[src/rtl/result_packer_pkg.sv]
// Shared defaults and derived widths for the result bit packer and its word FIFO.
package result_packer_pkg;
  localparam int WIDTH_DEF = 8;
  localparam int DEPTH_DEF = 4;
  localparam int IDX_W     = $clog2(WIDTH_DEF);
  localparam int PTR_W     = $clog2(DEPTH_DEF);
  localparam int CNT_W     = $clog2(DEPTH_DEF + 1);
endpackage

[src/rtl/result_packer_fifo.sv]
// DEPTH x WIDTH synchronous word FIFO with flush, occupancy count and a registered head word.
import result_packer_pkg::*;

module result_packer_fifo #(
  parameter int  WIDTH = WIDTH_DEF,
  parameter int  DEPTH = DEPTH_DEF,
  localparam int PTR_W = $clog2(DEPTH),
  localparam int CNT_W = $clog2(DEPTH + 1)
) (
  input  logic             clk_sys,
  input  logic             rst_b,
  input  logic             push,
  input  logic [WIDTH-1:0] push_data,
  input  logic             pop,
  input  logic             flush,
  output logic             out_valid,
  output logic [WIDTH-1:0] head,
  output logic [CNT_W-1:0] count,
  output logic             full,
  output logic             pop_en
);

  localparam logic [CNT_W-1:0] FULL_CNT = CNT_W'(DEPTH);

  logic [WIDTH-1:0] mem [DEPTH];
  logic [PTR_W-1:0] wr_ptr, rd_ptr, rd_nxt;
  logic [CNT_W-1:0] cnt;
  logic [WIDTH-1:0] head_q;
  logic             push_en;

  always_comb begin
    full    = (cnt == FULL_CNT);
    pop_en  = pop && (cnt != '0);
    push_en = push && (!full || pop_en);
    rd_nxt  = pop_en ? rd_ptr + 1'b1 : rd_ptr;
  end

  always_ff @(posedge clk_sys or negedge rst_b) begin
    if (!rst_b) begin
      wr_ptr <= '0;
      rd_ptr <= '0;
      cnt    <= '0;
      head_q <= '0;
      for (int i = 0; i < DEPTH; i++) mem[i] <= '0;
    end else if (flush) begin
      wr_ptr <= '0;
      rd_ptr <= '0;
      cnt    <= '0;
      head_q <= mem[0];
    end else begin
      if (push_en) begin
        mem[wr_ptr] <= push_data;
        wr_ptr      <= wr_ptr + 1'b1;
      end
      rd_ptr <= rd_nxt;
      case ({push_en, pop_en})
        2'b10:   cnt <= cnt + 1'b1;
        2'b01:   cnt <= cnt - 1'b1;
        default: cnt <= cnt;
      endcase
      // A word written into the slot that becomes the head bypasses the array.
      head_q <= (push_en && (wr_ptr == rd_nxt)) ? push_data : mem[rd_nxt];
    end
  end

  assign out_valid = (cnt != '0);
  assign head      = head_q;
  assign count     = cnt;

endmodule

[src/rtl/result_packer.sv]
// Packs qualified result bits LSB-first into words and buffers them; flags words lost to backpressure.
import result_packer_pkg::*;

module result_packer #(
  parameter int  WIDTH = WIDTH_DEF,
  parameter int  DEPTH = DEPTH_DEF,
  localparam int IDX_W = $clog2(WIDTH),
  localparam int CNT_W = $clog2(DEPTH + 1)
) (
  input  logic             C0,
  input  logic             reset,
  input  logic             in_valid,
  input  logic             in_bit,
  input  logic             flush,
  output logic             out_valid,
  input  logic             out_ready,
  output logic [WIDTH-1:0] out_bits,
  output logic [CNT_W-1:0] count,
  output logic             overflow
);

  localparam logic [IDX_W-1:0] LAST_IDX = IDX_W'(WIDTH - 1);

  logic [IDX_W-1:0] idx;
  logic [WIDTH-1:0] shift_q;
  logic [WIDTH-1:0] word_nxt;
  logic             last_bit, complete, drop;
  logic             fifo_full, fifo_pop_en;
  logic             ovf_q;

  always_comb begin
    word_nxt      = shift_q;
    word_nxt[idx] = in_bit;
    last_bit      = (idx == LAST_IDX);
    complete      = in_valid && last_bit;
    drop          = complete && fifo_full && !fifo_pop_en;
  end

  always_ff @(posedge C0 or negedge reset) begin
    if (!reset) begin
      idx     <= '0;
      shift_q <= '0;
      ovf_q   <= 1'b0;
    end else if (flush) begin
      idx     <= '0;
      shift_q <= '0;
      ovf_q   <= 1'b0;
    end else begin
      if (in_valid) begin
        if (last_bit) begin
          idx     <= '0;
          shift_q <= '0;
        end else begin
          idx     <= idx + 1'b1;
          shift_q <= word_nxt;
        end
      end
      if (drop) ovf_q <= 1'b1;
    end
  end

  result_packer_fifo #(
    .WIDTH(WIDTH),
    .DEPTH(DEPTH)
  ) u_fifo (
    .clk_sys   (C0),
    .rst_b     (reset),
    .push      (complete),
    .push_data (word_nxt),
    .pop       (out_ready),
    .flush     (flush),
    .out_valid (out_valid),
    .head      (out_bits),
    .count     (count),
    .full      (fifo_full),
    .pop_en    (fifo_pop_en)
  );

  assign overflow = ovf_q;

endmodule

[config.mk]
export PLATFORM = sky130hd
export DESIGN_NAME = result_packer
export DESIGN_NICKNAME = d
export VERILOG_FILES = /design/src/rtl/result_packer_pkg.sv /design/src/rtl/result_packer_fifo.sv /design/src/rtl/result_packer.sv
export SDC_FILE = /design/constraint.sdc
export NUM_CORES = 1
export LEC_CHECK = 0
export BUFFER_PORTS_ARGS = -buffer_cell sky130_fd_sc_hd__buf_2
export CELL_PAD_IN_SITES_DETAIL_PLACEMENT = 1
export CELL_PAD_IN_SITES_GLOBAL_PLACEMENT = 1
export CORE_MARGIN = 2
export CORE_UTILIZATION = 45
export CTS_CLUSTER_SIZE = 25
export DETAILED_ROUTE_END_ITERATION = 10
export PLACE_DENSITY = 0.85
export RECOVER_POWER = 25
export SYNTH_ARGS = -nofsm -noshare
export SYNTH_HDL_FRONTEND = slang
export SYNTH_SLANG_ARGS = --single-unit
[constraint.sdc]
create_clock -name C0 -period 5.15 [get_ports C0]
set_input_delay 0 -clock C0 [delete_from_list [all_inputs] [get_ports C0]]
set_output_delay 0 -clock C0 [all_outputs]
set_load 0.05 [all_outputs]
# Yosys cells after proc, flatten, opt, wreduce, memory -nomap -nowiden
# Index checks and enable logic that the tools add are counted.
# totals
output_inout_bits	13
ff_bits	59
in_bits	6
word_cells	71
# classes
n_lt_le_gt_ge	5
eq_ne	5
n_reduce_logical	17
n_bitwise	3
muxes	25
addsub	5
# op_table
op	count
8-bit two-way mux	8
32-bit bitwise mux	1
8-bit binary-select mux with 2-bit select	1
8-bit demux with 2-bit select	1
3-bit two-way mux	4
8-bit bitwise mux	1
1-bit logical AND	8
2-bit two-way mux	4
3-bit by 1-bit adder with 3-bit output, second input constant	2
3-bit equality test, second input constant	2
3-bit greater-or-equal comparator, second input constant	2
2-bit inverter with 3-bit output	2
3-bit case mux with 2 select lines	1
2-bit nonzero test	3
3-bit nonzero test	2
2-bit by 1-bit adder with 2-bit output, second input constant	2
3-bit by 4-bit < comparator with 1-bit output, second input constant	1
1-bit demux with 3-bit select	1
3-bit by 1-bit greater-or-equal comparator with 1-bit output, second input constant	1
3-bit by 1-bit < comparator with 1-bit output, second input constant	1
1-bit two-way mux	3
3-bit by 1-bit subtractor with 3-bit output, second input constant	1
2-bit by 1-bit equality test with 1-bit output, second input constant	1
2-bit equality test	1
5 further kinds	6

# Depth between registers and ports, before layout
# Gate-level depths: netlist (run 1).
# depth
word_depth	9
ltp_mapped	9
mapped_depth_nobuf	8

# By module
# A second synthesis (run 1) with hierarchy kept.
# unflattened
hier_cells	297
hier_area_um2	3255.6
# by_module_without_submodules
module	seq_area_each_um2	cells_per_inst	area_per_inst_um2	n_inst
result_packer_fifo	1176.1	213	2482.4	1
result_packer	300.3	84	773.2	1

# Worst setup path before layout (run 1)
# No wires, ideal clock.
# synth_timing
kind	reg2reg
startpoint	register u_fifo.cnt[0], in the netlist u_fifo.count[0]
endpoint	register u_fifo.cnt[2], in the netlist u_fifo.count[2]
arrival_ps	2129
path_slack_ps	2948
setup_time_ps	73
synth_period_minus_slack_ps	2202
required_ps	5077
path_buffers	0
stages_incl_launch_ff	8
path_cell_list	dfrtp_1 -> o31ai_4 -> a21oi_1 -> fa_1 -> nor3b_1 -> a31oi_1 -> xor2_1 -> nor2_1
# synth_via
elab_chain_cells	7
elab_cells_between_ends	13
classes_between	2 x add/sub; 3 x eq/ne; 2 x mux; 6 x reduce/logical
# synth_rtl
item	line	text
start: declaration	result_packer_fifo.sv:27	logic [CNT_W-1:0] cnt;
start signal: assignment	result_packer_fifo.sv:57	2'b10: cnt <= cnt + 1'b1;
start signal: assignment	result_packer_fifo.sv:58	2'b01: cnt <= cnt - 1'b1;
start signal: assignment	result_packer_fifo.sv:59	default: cnt <= cnt;
3-bit equality test / 3-bit nonzero test (equally long branches)	result_packer_fifo.sv:32, result_packer_fifo.sv:33	
1-bit zero test / 1-bit logical AND (equally long branches)	result_packer_fifo.sv:34, result_packer_fifo.sv:33	
1-bit logical OR	result_packer_fifo.sv:34	push_en = push && (!full || pop_en);
1-bit logical AND	result_packer_fifo.sv:34	
2-bit by 1-bit equality test with 1-bit output / 2-bit equality test (equally long branches)	result_packer_fifo.sv:56	case ({push_en, pop_en})
3-bit case mux with 2 select lines	result_packer_fifo.sv:56	
3-bit two-way mux	result_packer_fifo.sv:45	end else if (flush) begin
# Parallel ways exist; a longest one is shown, timed or not.
# A chain may end at the register's enable or synchronous reset.

==> flow_summary_export.csv, run 1 <==
group,metric,value,unit
setup_path,critPathRequiredTime,4870,ps
sta,fin_worst_skew,7.958,ps
clocking,cts.reportedPaths.clkPinSlew,70,ps
sta,maxSlewViolCount,60,
drt,post-route-drc-count,0,
synthesis,synth_commonest_cells,"61 x nor2_1, 59 x dfrtp_1, 37 x a21oi_1",
clocking,cts_setup_buffers,0,
setup_path,startpoint_type,"primary input",
synthesis,syn-cell-area,3074,µm²
setup_path,r2r_start,"idx[0]$_DFFE_PN0P_",
setup_path,critPathMaxFanout,59,
die,start_util,45.75,%
drt,vias,2430,
worst_hold_path,min_from,"flush",
die,die_x,86.66,µm
pwr,p_per_area,291.6,nW/µm²
synthesis,yosysWarnings,0,
clocking,cts-htree-levels,3,
setup_path,crit_start,"reset",
layout,num-fill-cells,777,
clocking,cts_tree,"done",
pwr,p_leak,1.578,nW
drt,drtIter0Drc,155,
setup_path,worstSetupEndpointType,"asynchronous set/reset pin",
drt,drt-pass1-iter-count,4,
global_routing,grt_pass1_wl,13150,µm
clocking,numCtsBuffers,9,
pwr,finalPower,0.0009760,W
synthesis,syn_area_per_cell,9.728,µm²
sta,max_freq,313.4,MHz
sta,timing.final.crit_share,61.97,%
clocking,cts.root.buffer_cell,"clkbuf_8",
drt,antenna_left,0,
synthesis,yosysSeqAreaShare,48.03,%
synthesis,synthTopCellsByArea,"dfrtp_1 48%, nor2_1 7.4%, mux2i_1 7.2%",
global_routing,antenna_found_initial,0,
place,numPortBuffers,18,
setup_path,critical_path_arrival,2910,ps
layout,layout-drive-gt1-share,13.50,%
sta,slew_headroom,-114.8,%
place,hpwl,5098,µm
sta,rsz0062_at_grt,"no",
sta,worst_slew_pin_slew,3222,ps
clocking,clk_latency,340,ps
synthesis,synth_compound_area_share,15.47,%
status,status,"complete, but fails checks",
place,dpl-instance-area,3158,µm²
die,die_h,86.66,µm
die,std_cell_rows,30,
synthesis,synth_most_common_cell,"nor2_1",
clocking,cts_max_path_buffers,2,
synthesis,netlist.area_leader.share,48.03,%
synthesis,yosysTopAreaCell,"dfrtp_1",
synthesis,synth_top_family_by_area,"simple AND/OR/NAND/NOR gates",
global_routing,grt_pass1_vias,2590,
sta,fin_crit,3191,ps
synthesis,synth-simple-area-share,15.79,%
synthesis,synth_edf_count,0,
worst_hold_path,hold_class,"primary input to flip-flop",
global_routing,grt_overflow_total,0,
synthesis,syn_nets,329,
pwr,irDropWorstVdd,0.1076,mV
synthesis,synthArstFlopShare,100.0,%
synthesis,synth_fa_ha_area_share,3.093,%
clocking,clock-sinks,59,
drt,via_per_inst,5.985,
sta,fin_setup_tns,0,ps
die,die-area,7509,µm²
global_routing,track_usage,22.78,%
synthesis,synthXorXnorAreaFrac,2.971,%
synthesis,synth.ff_latch_count,59,
synthesis,synth-main-ff-cell,"dfrtp_1",
layout,nets,335,
sta,hold_viol_final,0,
global_routing,grt_max_degree,60,
drt,wl_per_cell,19.15,µm
clocking,cts_resized,0,
job,drv_cap,1,
status,violations,"capacitance limit, slew limit",
die,fp.coreArea,6719,µm²
synthesis,synthMuxAreaShare,10.46,%
setup_path,critPathKind,"primary input to asynchronous set/reset pin",
layout,num_antenna_cells,0,
place,gp_congestion,0.7818,
layout,final_area,3347,µm²
die,ios,19,
drt,wl,7775,µm
sta,finalSetupViolations,0,
synthesis,synth_cells,316,
layout,area_growth_syn_to_layout,8.873,%
synthesis,synth_cell_types,39,
[timing repair]
item	4_1_cts	5_1_grt
setup endpoints to repair	0	0
hold buffers	1	0
hold endpoints to repair	59	0
[area by class of cell]
class                   instances  area [µm²]  share of cell area [%]
clock buffers                  13       158.9                   4.748
clock inverters                 2       35.03                   1.047
inverters                       4       15.01                  0.4486
multi-input cells             228        1469                   43.89
flip-flops and latches         59        1476                   44.11
well taps                      80       100.1                   2.991
repair buffers                 20       92.59                   2.766
[cell families after synthesis]
| kind of cell | after synthesis |
|---|---|
| DFF | 59 |
| and+or+nand+nor | 110 |
| buffers and inverters | 29 |
| adders and majority gates | 7 |
| xor gates and xnor gates | 8 |
| muxes | 30 |
| AOI/OAI and AO/OA | 73 |
[registers in the layout, summed over array words and instances, names as in the netlist]
name	count
overflow	1
u_fifo.wr_ptr	2
u_fifo.rd_ptr	2
idx	3
u_fifo.count	3
shift_q	8
u_fifo.head	8
u_fifo.mem	32
[final timing paths]
check                                                   to  cells after the start  slack [ps]
worst max-delay path                shift_q[0]$_DFFE_PN0P_                      3        1960
min in group asynchronous           shift_q[1]$_DFFE_PN0P_                      3        1360
worst max register to register  u_fifo.mem[16]$_DFFE_PN0P_                      7        2420
worst min register to register        overflow$_DFFE_PN0P_                      2         530
max in group C0                 u_fifo.mem[16]$_DFFE_PN0P_                      7        2420
worst min-delay path            u_fifo.rd_ptr[1]$_DFF_PN0_                      2         100
[cells in the final DEF (no fill, tap or decap), types with 7 or more instances in the layout]
| master | synthesis | routed |
|---|---|---|
| nand3_1 | 9 | 9 |
| buf_2 | 5 | 9 |
| o22ai_1 | 7 | 7 |
| mux2_2 | 7 | 7 |
| clkbuf_1 | 14 | 12 |
| a31oi_1 | 10 | 10 |
| clkbuf_8 | 0 | 11 |
| mux2i_1 | 22 | 22 |
| nor2_1 | 61 | 61 |
| nand2_1 | 23 | 23 |
| a221oi_1 | 7 | 7 |
| a21oi_1 | 37 | 37 |
| dfrtp_1 | 59 | 59 |
| a31o_2 | 7 | 7 |
[per-stage QoR]
step,cells,setup slack (ps),util [%],hold WS (ps)
detailed placement,390,2432,47.00,204.6
CTS,406,2409,50.04,106.0
global route,406,1248,49.81,123.5
global placement,390,2557,47.00,202.1
finish,406,1959,49.81,97.70
floorplan,316,2948,-,-295.6
[layer usage]
layer	share of wire (%)	GRT usage [%]	wire [µm]	vias to the layer above
met5	0	0	0	-
met4	2.2	9.091	172	0
met3	2.8	3.905	216	18
met2	50	38.11	3886	43
met1	45	29.39	3500	1238
li1	-	-	-	1131
[power by group]
part | leakage, nW | switching, W | internal, W
clock network | 0.0995 | 0.000183 | 0.000247
registers | 0.813 | 0.00000715 | 0.000470
logic | 0.665 | 0.0000498 | 0.0000186
total | 1.58 | 0.000240 | 0.000736
[worst max-delay path, stage by stage]
cell	delay, ps
dlygate4sd3_1	520
buf_2	90
clkbuf_1	2260
Power figures use the tool's default switching activity.
==> run 2: changes to the inputs <==
CORE_UTILIZATION = 43   (was 45)
clock period = 2.7 ns   (was 5.15 ns; I/O delays follow)
==> run 2 against run 1 <==
The flow now finishes without violations. Clock power up 87%. Sequential share of layout area down 1.6 points. Critical path depth up 4. Sequential power up 91%. Register-to-register slack worse by 2000 ps. Via count up 2.0%. Routed wire length up 1.1%. Clock skew up 1.2 ps. Largest cell class unchanged. Critical path type is now flip-flop to flip-flop. Count of clock-buffer cells in the layout down 2. Setup slack worse by 1500 ps. Die area up 4.4%.
==> flow_summary_export.csv, run 2 (synthesis results as in run 1) <==
group,metric,value,unit
sta,rsz0062_at_grt,"no",
drt,via_per_inst,5.686,
pwr,p_leak,1.673,nW
setup_path,rr_endpoint,"u_fifo.count[2]$_DFFE_PN0P_",
drt,antenna_left,0,
die,die-area,7842,µm²
layout,final_cell_mix,"61 x nor2_1, 59 x dfrtp_1, 37 x a21oi_1, 23 x nand2_1, 22 x mux2i_1",
clocking,cts-htree-levels,3,
sta,fin_setup_tns,0,ps
place,gp_congestion,0.7854,
clocking,cts_max_path_buffers,2,
pwr,finalPower,0.001855,W
sta,hold_viol_final,0,
worst_hold_path,hold_path_depth,2,
die,std_cell_rows,30,
clocking,cts.root.buffer_cell,"clkbuf_8",
layout,num_antenna_cells,0,
layout,multi_input_area,1469,µm²
global_routing,antenna_found_initial,0,
layout,area_growth_syn_to_layout,13.02,%
global_routing,track_usage,22.55,%
layout,final_common_cell,"nor2_1",
layout,largest_reg_flops,32,
drt,wl_per_cell,18.02,µm
global_routing,grt_overflow_total,0,
global_routing,grt_pass1_vias,2561,
setup_path,critPathKind,"flip-flop to flip-flop",
worst_hold_path,hold_end,"overflow$_DFFE_PN0P_",
die,die_x,88.56,µm
place,numPortBuffers,18,
sta,finalSetupViolations,0,
layout,regArea,1476,µm²
layout,top_register,"u_fifo.mem",
sta,fin_crit,2244,ps
clocking,cts.reportedPaths.clkPinSlew,70,ps
setup_path,worstSetupEndpointType,"flip-flop",
layout,layout-drive-gt1-share,19.71,%
setup_path,ff2ff_setup_slack,460,ps
drt,post-route-drc-count,0,
die,die_h,88.56,µm
layout,num-fill-cells,796,
pwr,p_per_area,533.9,nW/µm²
sta,max_freq,445.7,MHz
drt,drtIter0Drc,146,
status,status,"complete, no violations",
clocking,cts_resized,0,
worst_hold_path,hold_class,"primary input to flip-flop",
clocking,cts_tree,"done",
clocking,numCtsBuffers,9,
worst_hold_path,min_from,"flush",
sta,maxSlewViolCount,0,
pwr,irDropWorstVdd,0.3240,mV
clocking,clock-sinks,59,
layout,nets,348,
drt,wl,7857,µm
setup_path,ff2ff_path_depth,7,
sta,fin_worst_skew,9.199,ps
setup_path,critPathRequiredTime,2920,ps
setup_path,r2r_start,"u_fifo.count[0]$_DFFE_PN0P_",
die,ios,19,
place,hpwl,5320,µm
job,drv_cap,0,
clocking,clk_latency,350,ps
drt,drt-pass1-iter-count,4,
sta,worst_slew_pin_slew,1250,ps
drt,vias,2479,
setup_path,critPathMaxFanout,8,
sta,slew_headroom,16.65,%
setup_path,startpoint_type,"flip-flop",
die,start_util,44.75,%
sta,timing.final.crit_share,83.10,%
setup_path,critical_path_arrival,2470,ps
die,fp.coreArea,6869,µm²
global_routing,grt_max_degree,24,
global_routing,grt_pass1_wl,13040,µm
## run 2: cell types whose count changed in the layout (fill, tap and decap cells not counted), sizes merged
| cell | change |
|---|---|
| clkinvlp | +1 |
| clkinv | +2 |
| clkbuf | -10 |
| buf | +21 |
## run 2: worst max path at each step
stage                                startpoint                          end  cells past startpoint
finish              u_fifo.count[0]$_DFFE_PN0P_  u_fifo.count[2]$_DFFE_PN0P_                      7
global route                 idx[0]$_DFFE_PN0P_    u_fifo.mem[0]$_DFFE_PN0P_                      7
CTS                 u_fifo.count[0]$_DFFE_PN0P_  u_fifo.count[2]$_DFFE_PN0P_                      7
detailed placement  u_fifo.count[0]$_DFFE_PN0P_  u_fifo.count[2]$_DFFE_PN0P_                      7
global placement             idx[0]$_DFFE_PN0P_     u_fifo.head[6]$_DFF_PN0_                      7
floorplan           u_fifo.count[0]$_DFFE_PN0P_  u_fifo.count[2]$_DFFE_PN0P_                      7
## run 2: metrics by stage
stage | cells | setup slack (ps) | utilization (%) | hold slack (ps) | cell area (µm²)
floorplan | 316 | 498.1 | - | -295.6 | 3074
global placement | 419 | 580.5 | 47.69 | -2.721 | 3276
detailed placement | 419 | 474.1 | 47.69 | 5.375 | 3276
CTS | 436 | 456.7 | 50.66 | 61.91 | 3480
global route | 436 | 279.3 | 50.58 | 91.32 | 3475
finish | 436 | 456.4 | 50.58 | 74.91 | 3475
## run 2: power by group
| group | internal [W] | switching [W] |
|---|---|---|
| clock | 0.000446 | 0.000357 |
| combinational | 0.0000440 | 0.0000979 |
| sequential | 0.000896 | 0.0000139 |
## run 2: critical path: stages (launching register included)
cell,delay (ps)
dfrtp_1,510
o31ai_4,480
a21oi_1,130
fa_1,420
nor3b_1,230
a31oi_1,90
xor2_1,190
nor2_1,60
## run 2: layout make-up
cell class / instances / share of cell area (%)
repair buffers: 33 / 5.762
multi-input cells: 228 / 42.28
clock inverters: 5 / 1.512
flip-flops and latches: 59 / 42.49
inverters: 4 / 0.4321
clock buffers: 11 / 4.069
well taps: 96 / 3.457
## run 2: layer usage
layer  vias up  wire (µm)  track usage, %  part of all wire, %
met4         0         79           6.612                  1.0
met3         9        337           6.996                  4.3
li1       1149          -               -                    -
met1      1276       3626           29.76                   46
met2        45       3814           35.95                   49
met5         -          0               0                    0
## run 2: repair_timing
| action | in CTS | in global routing |
|---|---|---|
| hold buffers | 1 | 0 |
| endpoints found under the hold margin | 21 | 0 |
| buffers inserted | 0 | 0 |
==> run 3: changes to the inputs <==
CORE_UTILIZATION = 45   (was 43)
clock period = 2.15 ns   (was 2.7 ns; I/O delays follow)
==> run 3 against run 2 <==
The flow now finishes with violations (capacitance limit, slew limit). Clock skew decreased by 2.8 ps. First-iteration DRC count down 25%. Cell area rose by 5.1%. Sequential share of layout area is 2.0 points lower. Routed wire length rose by 4.8%. Count of clock-buffer cells in the layout increased by 1. Global-route usage up 1.3 points. Fmax increased by 11%. Largest power group is now the clock network. Non-clock buffer count is 15 higher. Setup slack got worse by 340 ps. Via count increased by 2.9%. Utilization rose by 3.8 points. Largest cell class unchanged.
==> flow_summary_export.csv, run 3 (synthesis results as in run 1) <==
group,metric,value,unit
pwr,p_clk_share,49.7,%
pwr,irDropWorstVdd,0.3520,mV
setup_path,ff2ff_path_depth,6,
layout,final_common_cell,"nor2_1",
layout,final_area,3654,µm²
status,status,"complete, but fails checks",
clocking,cts_setup_buffers,0,
place,numPortBuffers,18,
pwr,p_switching,0.0006000,W
clocking,cts_max_path_buffers,2,
setup_path,worstSetupEndpointType,"flip-flop",
setup_path,critPathKind,"flip-flop to flip-flop",
setup_path,r2r_start,"u_fifo.count[1]$_DFFE_PN0P_",
clocking,cts.root.buffer_cell,"clkbuf_8",
worst_hold_path,hold_path_depth,2,
drt,antenna_left,0,
clocking,numCtsBuffers,9,
sta,max_freq,492.7,MHz
worst_hold_path,hold_end,"u_fifo.count[0]$_DFFE_PN0P_",
global_routing,grt_max_degree,32,
layout,area_growth_syn_to_layout,18.84,%
pwr,finalPower,0.002655,W
layout,num-fill-cells,748,
drt,post-route-drc-count,0,
die,die-area,7509,µm²
sta,worst_slew_pin_slew,1743,ps
drt,via_per_inst,5.862,
drt,vias,2550,
setup_path,startpoint_type,"flip-flop",
drt,wl_per_cell,18.94,µm
die,start_util,45.75,%
sta,timing.final.crit_share,94.40,%
sta,whs,84.95,ps
setup_path,critical_path_arrival,2290,ps
global_routing,grt_pass1_vias,2667,
place,dpl-instance-area,3385,µm²
pwr,pwr-share-comb,7.6,%
setup_path,crit_start,"u_fifo.count[1]$_DFFE_PN0P_",
sta,hold_viol_final,0,
clocking,cts-htree-levels,3,
global_routing,grt_pass1_wl,13600,µm
clocking,clock-sinks,59,
job,drv_cap,1,
sta,maxSlewViolCount,29,
die,ios,19,
pwr,p_sw_share,22.60,%
layout,nets,363,
die,std_cell_rows,30,
die,die_h,86.66,µm
place,gp_congestion,0.7969,
pwr,seqPwrFrac,42.8,%
layout,instances_no_fill,435,
sta,fin_crit,2030,ps
drt,wl,8237,µm
pwr,p_int,0.002055,W
layout,largest_reg_flops,32,
sta,rsz0062_at_grt,"no",
clocking,cts_tree,"done",
die,die_x,86.66,µm
layout,top_register,"u_fifo.mem",
pwr,p_per_area,726.6,nW/µm²
layout,layout-drive-gt1-share,23.38,%
pwr,p_leak,1.766,nW
setup_path,critPathMaxFanout,15,
worst_hold_path,min_from,"flush",
layout,final_cell_mix,"61 x nor2_1, 56 x dfrtp_1, 37 x a21oi_1, 28 x buf_4, 23 x nand2_1",
clocking,cts.reportedPaths.clkPinSlew,70,ps
sta,fin_setup_tns,0,ps
die,fp.coreArea,6719,µm²
setup_path,critPathRequiredTime,2420,ps
layout,regArea,1480,µm²
clocking,clk_latency,350,ps
status,violations,"capacitance limit, slew limit",
global_routing,grt_overflow_total,0,
setup_path,rr_endpoint,"u_fifo.head[5]$_DFF_PN0_",
drt,drt-pass1-iter-count,4,
sta,slew_headroom,-16.21,%
sta,fin_worst_skew,6.363,ps
place,hpwl,5590,µm
layout,num_antenna_cells,0,
setup_path,ff2ff_setup_slack,120,ps
worst_hold_path,hold_class,"primary input to flip-flop",
layout,multi_input_area,1474,µm²
global_routing,track_usage,23.81,%
drt,drtIter0Drc,109,
sta,finalSetupViolations,0,
global_routing,antenna_found_initial,0,
place,dpl.cell_count,418,
run 3: final cells by class:
class,count,share of cell area (%)
clock buffers,12,4.521
clock inverters,4,2.603
inverters,4,0.4110
multi-input cells,228,40.34
flip-flops and latches,59,40.51
well taps,80,2.740
repair buffers,48,8.870
run 3: how the worst max path moves through the flow:
stage                                             end  cells past startpoint
after global routing         u_fifo.head[1]$_DFF_PN0_                      6
after detailed placement     u_fifo.head[5]$_DFF_PN0_                      6
after floorplan           u_fifo.count[2]$_DFFE_PN0P_                      7
after global placement       u_fifo.head[5]$_DFF_PN0_                      6
final                        u_fifo.head[5]$_DFF_PN0_                      6
after CTS                    u_fifo.head[5]$_DFF_PN0_                      6
run 3: routing by layer:
metal  vias to the layer above  global-route usage [%]  wire length (µm)  part of all wire, %
met2                        56                   40.35              4167                   51
met1                      1293                   29.43              3665                   44
li1                       1184                       -                 -                    -
met4                         0                   10.65               174                  2.1
met3                        17                   4.571               229                  2.8
met5                         -                       0                 0                    0
run 3: what timing repair did:
action                                 in CTS  in global routing
resized for setup                           0                  1
setup endpoints to repair                   0                  1
endpoints found under the hold margin      28                  0
hold buffers                                1                  0
run 3: power groups by stage:
stage / registers, W / clock network (W) / logic (W)
after CTS: 0.00113 / 0.00134 / 0.000203
after floorplan: 0.00118 / 0 / 0.0000873
after global placement: 0.00115 / 0 / 0.000194
after detailed placement: 0.00116 / 0 / 0.000200
final: 0.00113 / 0.00132 / 0.000201
after global routing: 0.00114 / 0.00139 / 0.000218
run 3: critical path, cell delays in order, from the launching register on:
cell and delay (ps):
dfrtp_2 480, o31ai_4 120, buf_4 170, xnor2_2 560, a221oi_1 180, a31o_2 260, a31oi_1 180
run 3: through the flow:
stage,setup slack [ps],util [%]
after floorplan,98.87,-
after global placement,271.5,50.37
after detailed placement,132.3,50.37
after CTS,128.5,54.39
after global routing,4.643,54.38
final,120.5,54.38
